`src/rtl/lock_pkg.sv`:
```
// Shared types and constants for the lock supervisor: state encoding,
// default timing parameters and the width of the remaining-time counter.
package lock_pkg;

    typedef enum logic [2:0] {
        S_IDLE    = 3'd0,
        S_OPEN    = 3'd1,
        S_LOCKOUT = 3'd2,
        S_ALARM   = 3'd3,
        S_PULSE   = 3'd4
    } state_t;

    localparam int DEF_RELOCK_SEC   = 10;
    localparam int DEF_LOCKOUT_SEC  = 30;
    localparam int DEF_MAX_LOCKOUTS = 3;
    localparam int DEF_RST_CYCLES   = 2;

    localparam int REM_W = 8;

endpackage

```
`src/rtl/edge_detect.sv`:
```
// One-bit rising-edge detector; a held level yields a single-cycle flag.
module edge_detect (
    input  logic clk,
    input  logic reset,
    input  logic din,
    output logic rise
);

    logic din_r;

    always_ff @(posedge clk) begin
        if (reset) din_r <= 1'b0;
        else       din_r <= din;
    end

    assign rise = din & ~din_r;

endmodule

```
`src/rtl/lock_supervisor.sv`:
```
// Supervisor above the combination-lock unit: schedules auto/manual relock,
// timed lockouts escalating to a latched alarm, and admin override.
module lock_supervisor
    import lock_pkg::*;
#(
    parameter int RELOCK_SEC   = DEF_RELOCK_SEC,
    parameter int LOCKOUT_SEC  = DEF_LOCKOUT_SEC,
    parameter int MAX_LOCKOUTS = DEF_MAX_LOCKOUTS,
    parameter int RST_CYCLES   = DEF_RST_CYCLES
) (
    input  logic             clk,
    input  logic             reset,
    input  logic             tick,
    input  logic             lock,
    input  logic             unlock,
    input  logic             relock,
    input  logic             admin,
    output logic             unit_reset,
    output logic             door_open,
    output logic             alarm,
    output logic [REM_W-1:0] remaining,
    output logic [2:0]       lockout_cnt
);

    localparam logic [REM_W-1:0] RELOCK_L  = REM_W'(RELOCK_SEC);
    localparam logic [REM_W-1:0] LOCKOUT_L = REM_W'(LOCKOUT_SEC);
    localparam logic [2:0]       MAX_L     = 3'(MAX_LOCKOUTS);
    localparam logic [3:0]       PULSE_END = 4'(RST_CYCLES - 1);

    state_t           state, state_n;
    logic [REM_W-1:0] rem_n, rem_dec;
    logic [2:0]       cnt_n, cnt_inc;
    logic [3:0]       pulse_cnt, pulse_n;
    logic             relock_flag, admin_flag;

    edge_detect u_relock_ed (.clk(clk), .reset(reset), .din(relock), .rise(relock_flag));
    edge_detect u_admin_ed  (.clk(clk), .reset(reset), .din(admin),  .rise(admin_flag));

    assign rem_dec = (remaining == '0) ? '0 : remaining - 1'b1;
    assign cnt_inc = (lockout_cnt >= MAX_L) ? MAX_L : lockout_cnt + 3'd1;

    always_ff @(posedge clk) begin
        if (reset) begin
            state       <= S_IDLE;
            remaining   <= '0;
            lockout_cnt <= '0;
            pulse_cnt   <= '0;
        end else begin
            state       <= state_n;
            remaining   <= rem_n;
            lockout_cnt <= cnt_n;
            pulse_cnt   <= pulse_n;
        end
    end

    // Pulse counter defaults to 0 so every entry into S_PULSE starts a fresh count.
    always_comb begin
        state_n = state;
        rem_n   = remaining;
        cnt_n   = lockout_cnt;
        pulse_n = '0;
        if (admin_flag && state != S_PULSE) begin
            state_n = S_PULSE;
            rem_n   = '0;
            cnt_n   = '0;
        end else begin
            unique case (state)
                S_IDLE: begin
                    if (unlock) begin
                        state_n = S_OPEN;
                        rem_n   = RELOCK_L;
                        cnt_n   = '0;
                    end else if (lock) begin
                        cnt_n = cnt_inc;
                        if (cnt_inc == MAX_L) begin
                            state_n = S_ALARM;
                        end else begin
                            state_n = S_LOCKOUT;
                            rem_n   = LOCKOUT_L;
                        end
                    end
                end
                S_OPEN: begin
                    if (relock_flag) begin
                        state_n = S_PULSE;
                        rem_n   = '0;
                    end else if (tick) begin
                        rem_n = rem_dec;
                        if (remaining <= 1) state_n = S_PULSE;
                    end
                end
                S_LOCKOUT: begin
                    if (tick) begin
                        rem_n = rem_dec;
                        if (remaining <= 1) state_n = S_PULSE;
                    end
                end
                S_ALARM: ;
                S_PULSE: begin
                    rem_n = '0;
                    if (pulse_cnt >= PULSE_END) state_n = S_IDLE;
                    else                        pulse_n = pulse_cnt + 4'd1;
                end
                default: begin
                    state_n = S_IDLE;
                    rem_n   = '0;
                end
            endcase
        end
    end

    assign unit_reset = (state == S_PULSE);
    assign door_open  = (state == S_OPEN);
    assign alarm      = (state == S_ALARM);

endmodule
```
`config.mk`:
```
export PLATFORM = sky130hd
export DESIGN_NAME = lock_supervisor
export DESIGN_NICKNAME = d
export VERILOG_FILES = /design/src/rtl/lock_pkg.sv /design/src/rtl/edge_detect.sv /design/src/rtl/lock_supervisor.sv
export SDC_FILE = /design/constraint.sdc
export NUM_CORES = 1
export LEC_CHECK = 0
export CORE_MARGIN = 2
export CORE_UTILIZATION = 40
export CTS_BUF_LIST = sky130_fd_sc_hd__clkbuf_4 sky130_fd_sc_hd__clkbuf_8
export CTS_CLUSTER_DIAMETER = 50
export DETAILED_ROUTE_END_ITERATION = 6
export GPL_TIMING_DRIVEN = 0
export HOLD_SLACK_MARGIN = 0.02
export PLACE_DENSITY = 0.66
export SYNTH_ARGS = -nofsm -noshare
export SYNTH_HDL_FRONTEND = slang
export SYNTH_HIERARCHICAL = 1
export SYNTH_SLANG_ARGS = --single-unit
```
`constraint.sdc`:
```
create_clock -name clk -period 3.3 [get_ports clk]
set_input_delay 0.33 -clock clk [delete_from_list [all_inputs] [get_ports clk]]
set_output_delay 0.33 -clock clk [all_outputs]
set_load 0.01 [all_outputs]
```
Word-level counts from Yosys, hierarchy flattened

Index checks and enable logic that the tools add are counted.

Divide/modulo/power cells: 0
Magnitude comparators: 3
Shift operators: 0
Add/sub/neg operators: 3
Muxes and demuxes: 19
Reductions and logical operators: 10
Equality and inequality tests: 12
Bitwise operators: 6
Multiply operators: 0

Operator list:

| operator                                                                             | count |
|---|---|
| 8-bit two-way mux                                                                    | 6 |
| 8-bit one-hot mux with 4 select lines                                                | 1 |
| 3-bit two-way mux                                                                    | 10 |
| 3-bit one-hot mux with 5 select lines                                                | 1 |
| 3-bit by 2-bit equality test with 1-bit output (second input constant)               | 3 |
| 3-bit inequality test (second input constant)                                        | 3 |
| 3-bit AND reduction                                                                  | 3 |
| 8-bit by 1-bit less-or-equal comparator with 1-bit output (second input constant)    | 1 |
| 8-bit zero test                                                                      | 1 |
| 8-bit by 1-bit subtractor with 8-bit output (second input constant)                  | 1 |
| 4-bit by 1-bit adder with 4-bit output (second input constant)                       | 1 |
| 4-bit by 1-bit greater-or-equal comparator with 1-bit output (second input constant) | 1 |
| 2-bit by 1-bit inequality test with 1-bit output (second input constant)             | 2 |
| 4-bit inequality test (second input constant)                                        | 1 |
| 1-bit NOT                                                                            | 4 |
| 4-bit OR reduction                                                                   | 1 |
| 3-bit by 1-bit adder with 3-bit output (second input constant)                       | 1 |
| 3-bit by 1-bit equality test with 1-bit output (second input constant)               | 1 |
| 3-bit equality test (second input constant)                                          | 1 |
| 3-bit by 2-bit greater-or-equal comparator with 1-bit output (second input constant) | 1 |
| 3-bit zero test                                                                      | 1 |
| 3-bit by 1-bit inequality test with 1-bit output (second input constant)             | 1 |
| 1-bit AND                                                                            | 2 |
| 2-bit AND reduction                                                                  | 1 |
| other kinds (4)                                                                      | 4 |

Register bits after elaboration: 20
Input bits: 7
Memory bits (writable): 0
Latch bits: 0
Memories kept: 0
ROM bits: 0

Logic depth before layout (Yosys ltp)

Depth in word-level cells: 8
Mapped depth: 7
Depth with buffers taken out: 7

Hierarchy

The synthesis kept the hierarchy.

By module, submodules not included:

| module          | area an instance (um2) | cells each | instances |
|---|---|---|---|
| lock_supervisor | 1217.4                 | 141        | 1 |
| edge_detect     | 47.5                   | 3          | 2 |

Least setup slack after synthesis

Ideal clock, no wire load.

Path type: register to register
Start: reg lockout_cnt[0]
End: reg remaining[4]
Data arrival time: 1.727 ns
Stages on the path, launching flop included: 8
Library setup time: 0.117 ns
Buffers on the path: 0
Clock period less this slack: 1.844 ns
Slack: 1.456 ns
Cell sequence: dfxtp_1 -> ha_1 -> ha_1 -> a211oi_1 -> o21ai_1 -> a2bb2oi_2 -> nor2_1 -> a22o_1

Cells in the longest elaborated chain, start to end: 5
Elaborated cells on any way between the ends: 6

Ends and longest elaborated chain:

| what                                                                                                                          | RTL line              | text |
|---|---|---|
| start: declaration                                                                                                            | lock_supervisor.sv:22 | `output logic [2:0] lockout_cnt` |
| start signal: assignment                                                                                                      | lock_supervisor.sv:51 | `lockout_cnt <= cnt_n;` |
| 3-bit by 1-bit adder with 3-bit output / 3-bit by 2-bit greater-or-equal comparator with 1-bit output (equally long branches) | lock_supervisor.sv:40 | `assign cnt_inc = (lockout_cnt >= MAX_L) ? MAX_L : lockout_cnt + 3'd1;` |
| 3-bit two-way mux (*)                                                                                                         | lock_supervisor.sv:40 |  |
| 3-bit by 2-bit equality test with 1-bit output (*)                                                                            | lock_supervisor.sv:75 | `if (cnt_inc == MAX_L) begin` |
| 3-bit inequality test (no line) (*)                                                                                           | -                     |  |
| 3-bit AND reduction (no line) (*)                                                                                             | -                     |  |
| end signal: assignment                                                                                                        | lock_supervisor.sv:50 | `remaining <= rem_n;` |
| end: declaration                                                                                                              | lock_supervisor.sv:21 | `output logic [REM_W-1:0] remaining,` |

Mark *: on every way between the ends. The rest lies on a longest branch, timed or not.
A chain may end at the register's enable or synchronous reset.

Final worst setup path

Ends and elaborated chain as after synthesis.

==> out/metrics.cfg <==
[clocking]
clkSinkCount = 20
post_cts_resized = 0
cts_hold_buffers = 0
cts_tree = yes
clkLatencyLatePin_ns = 0.31
clk_pin_slew_ns = 0.12
post_cts_buffers = 0
cts-root-buf = clkbuf_4
clock_path_buffers = 2
cts_buffers = 3
htreeDepth = 1

[setup_path]
path_max_fanout = 8
r2r_setup_slack_ns = 1.11
timing.rr.start = lockout_cnt[0]$_SDFFE_PP0P_
worst_path_max_delay_cell = dfxtp_1
cp-endpoint = remaining[4]$_SDFFE_PP0P_
reg2reg_to = remaining[4]$_SDFFE_PP0P_
cp_top_family = compound AO/OA/AOI/OAI gates
cp-start-kind = flip-flop
worstPathCellList = ha_1 > ha_1 > a211oi_1 > o21ai_1 > a2bb2oi_2 > nor2_1 > a22o_1
critPathMaxStageDelay_ns = 0.40
crit_path_start = lockout_cnt[0]$_SDFFE_PP0P_
crit_buf_inv = 0
critPathRequiredTime_ns = 3.51
critPathKind = flip-flop to flip-flop
r2r_cells = 7
arrival_ns = 2.40
cp-end-kind = flip-flop
path_common_cell = ha_1
critical_path_cell_count = 7

[timing]
drv_slew = 0
fmax_ghz = 0.4576
rsz0062_at_grt = false
clock-skew-final_ns = 0.0008815
setup_violations = 0
period_needed_ns = 2.185
fin_tns_setup_ns = 0
period_share_pct = 66.22
hold_viol = 0
slew_headroom_pct = 63.40
tightest_slew_ns = 0.5447

[drt]
drc = 0
wl_mm = 2.736
viasPerCell = 5.270
vias = 1133
drtIter0Drc = 52
wl_per_cell_um = 12.73
first_pass_iters = 4
postRouteAntennaNets = 0

[floorplan]
fp.coreArea_mm2 = 0.003078
die_x_um = 61.28
dieArea_mm2 = 0.003755
die_y_um = 61.28
ios = 21
start_util_pct = 42.64
num_rows = 20

[synth]
synth.distinct_cells = 54
synth_edf_count = 0
async_flop_share_pct = 0
netlist_top_cells_area = dfxtp_1 31%, ha_1 6.7%, nor2b_4 4.2%
syn_area_mm2 = 0.001313
syn_nets = 161
synth_top_area_share_pct = 30.51
seq_area_frac_synth_pct = 30.51
synth_top_area_cell = dfxtp_1
syn_inst = 147
yosys_register_bits = 20
ys_warn_count = 6
avgSynthCellArea_um2 = 8.929
synth_flop_cell = dfxtp_1

[flow_run]
cap_violations = 0

[cells_and_area]
multi_input_area_um2 = 832.0
area_growth_pct = 22.21
fillers = 299
antenna_cells = 0
mostFrequentLayoutCells = 20 x clkdlybuf4s50_1, 20 x dfxtp_1, 13 x nor2_1
final_layout_size_suffix_gt1_share_pct = 15.20
num-nets-final = 186
register_area_um2 = 400.4
postLayoutCellArea_mm2 = 0.001604

[place]
placed_cell_area_mm2 = 0.001568
portBuffers = 20
dp_hpwl_mm = 2.033
place_congestion = 0.8180

[global_route]
antenna_found_initial = 0
grt_max_degree = 12
grt_pass1_vias = 1092
track_usage_pct = 16.70
grt_pass1_wl_mm = 4.657
gr-total-overflow = 0

[run_status]
status = complete, no violations

[power]
power.leakage_nw = 0.5953
power.density_cell_area_mw_per_mm2 = 391.9
vdd_drop_max_mv = 0.2896

[worst_hold_path]
hold_path_class = flip-flop to flip-flop

-- where the power goes --
group          leakage [nW]  switching (mW)  internal [mW]
Clock                0.0210          0.0793         0.0674
Combinational         0.411           0.114         0.0960
Sequential            0.163          0.0165          0.255
Total                 0.595           0.210          0.419
-- routing by layer --
metal  vias to the layer above  track usage (%)  wire (um)
li1                        588                -          -
met1                       523            21.28       1333
met2                        20            26.14       1286
met3                         2            4.622         92
met4                         0            7.764         24
met5                         -                0          0
-- worst register-to-register path: cells and delay by family, from the launching register on --
kind | cells | cell delay, ns
AO/OA/AOI/OAI | 4 | 1.17
adder cells (fa/ha/maj) | 2 | 0.42
AND/OR/NAND/NOR | 1 | 0.11
flip-flops | 1 | 0.40
-- cells by family (layout without fill, tap and decap cells) --
logic type | Yosys count | after routing | synth area share, %
AND/OR/NAND/NOR | 55 | 55 | 27.26
AO/OA/AOI/OAI | 47 | 47 | 27.84
flip-flops | 20 | 20 | 30.50
buffers and inverters | 15 | 39 | 6.101
adder cells (fa/ha/maj) | 7 | 7 | 6.673
XOR/XNOR | 2 | 2 | 1.335
other | 1 | 1 | 0.2857
-- metrics by stage --
step / setup WS, ns / instances / hold WS [ns] / util, % / power [mW]
after floorplan: 1.456 / 147 / 0.3943 / - / 0.4235
after global placement: 1.236 / 211 / 0.4419 / 50.93 / 0.4833
after detailed placement: 1.199 / 211 / 0.4720 / 50.93 / 0.4869
after CTS: 1.157 / 215 / 0.4970 / 52.11 / 0.6376
after global routing: 0.9841 / 215 / 0.5384 / 52.11 / 0.6675
final: 1.115 / 215 / 0.4881 / 52.11 / 0.6287
-- worst min path at each step --
stage | startpoint | to | slack [ns] | depth (start not counted)
finish | pulse_cnt[0]$_SDFF_PP0_ | pulse_cnt[0]$_SDFF_PP0_ | 0.49 | 1
global route | pulse_cnt[0]$_SDFF_PP0_ | pulse_cnt[0]$_SDFF_PP0_ | 0.54 | 1
CTS | pulse_cnt[0]$_SDFF_PP0_ | pulse_cnt[0]$_SDFF_PP0_ | 0.50 | 1
detailed placement | pulse_cnt[0]$_SDFF_PP0_ | pulse_cnt[0]$_SDFF_PP0_ | 0.47 | 1
global placement | pulse_cnt[0]$_SDFF_PP0_ | pulse_cnt[0]$_SDFF_PP0_ | 0.44 | 1
floorplan | reset | u_admin_ed/din_r$_SDFF_PP0_ | 0.39 | 1
-- cell usage after synthesis, types with 3 or more instances --
library cell  number
o2bb2ai_1          4
nor3_1             3
nand2_1           12
inv_1             10
o21ai_0            7
nor2_1            13
a21oi_1            8
ha_1               7
dfxtp_1           20
nor2b_4            4
a31oi_1            6
-- flip-flops by register name (all words and copies together), names as in the netlist --
name               count
remaining              8
u_admin_ed/din_r       1
u_relock_ed/din_r      1
lockout_cnt            3
pulse_cnt              4
state                  3
-- area by class of cell --
cell class	instances	area share (%)
repair buffers	20	12.48
multi-input cells	112	51.87
inverters	10	2.340
flip-flops and latches	20	24.96
well taps	44	3.432
clock buffers	4	2.262
plain buffers	5	2.652
Power figures use the tool's default switching activity.
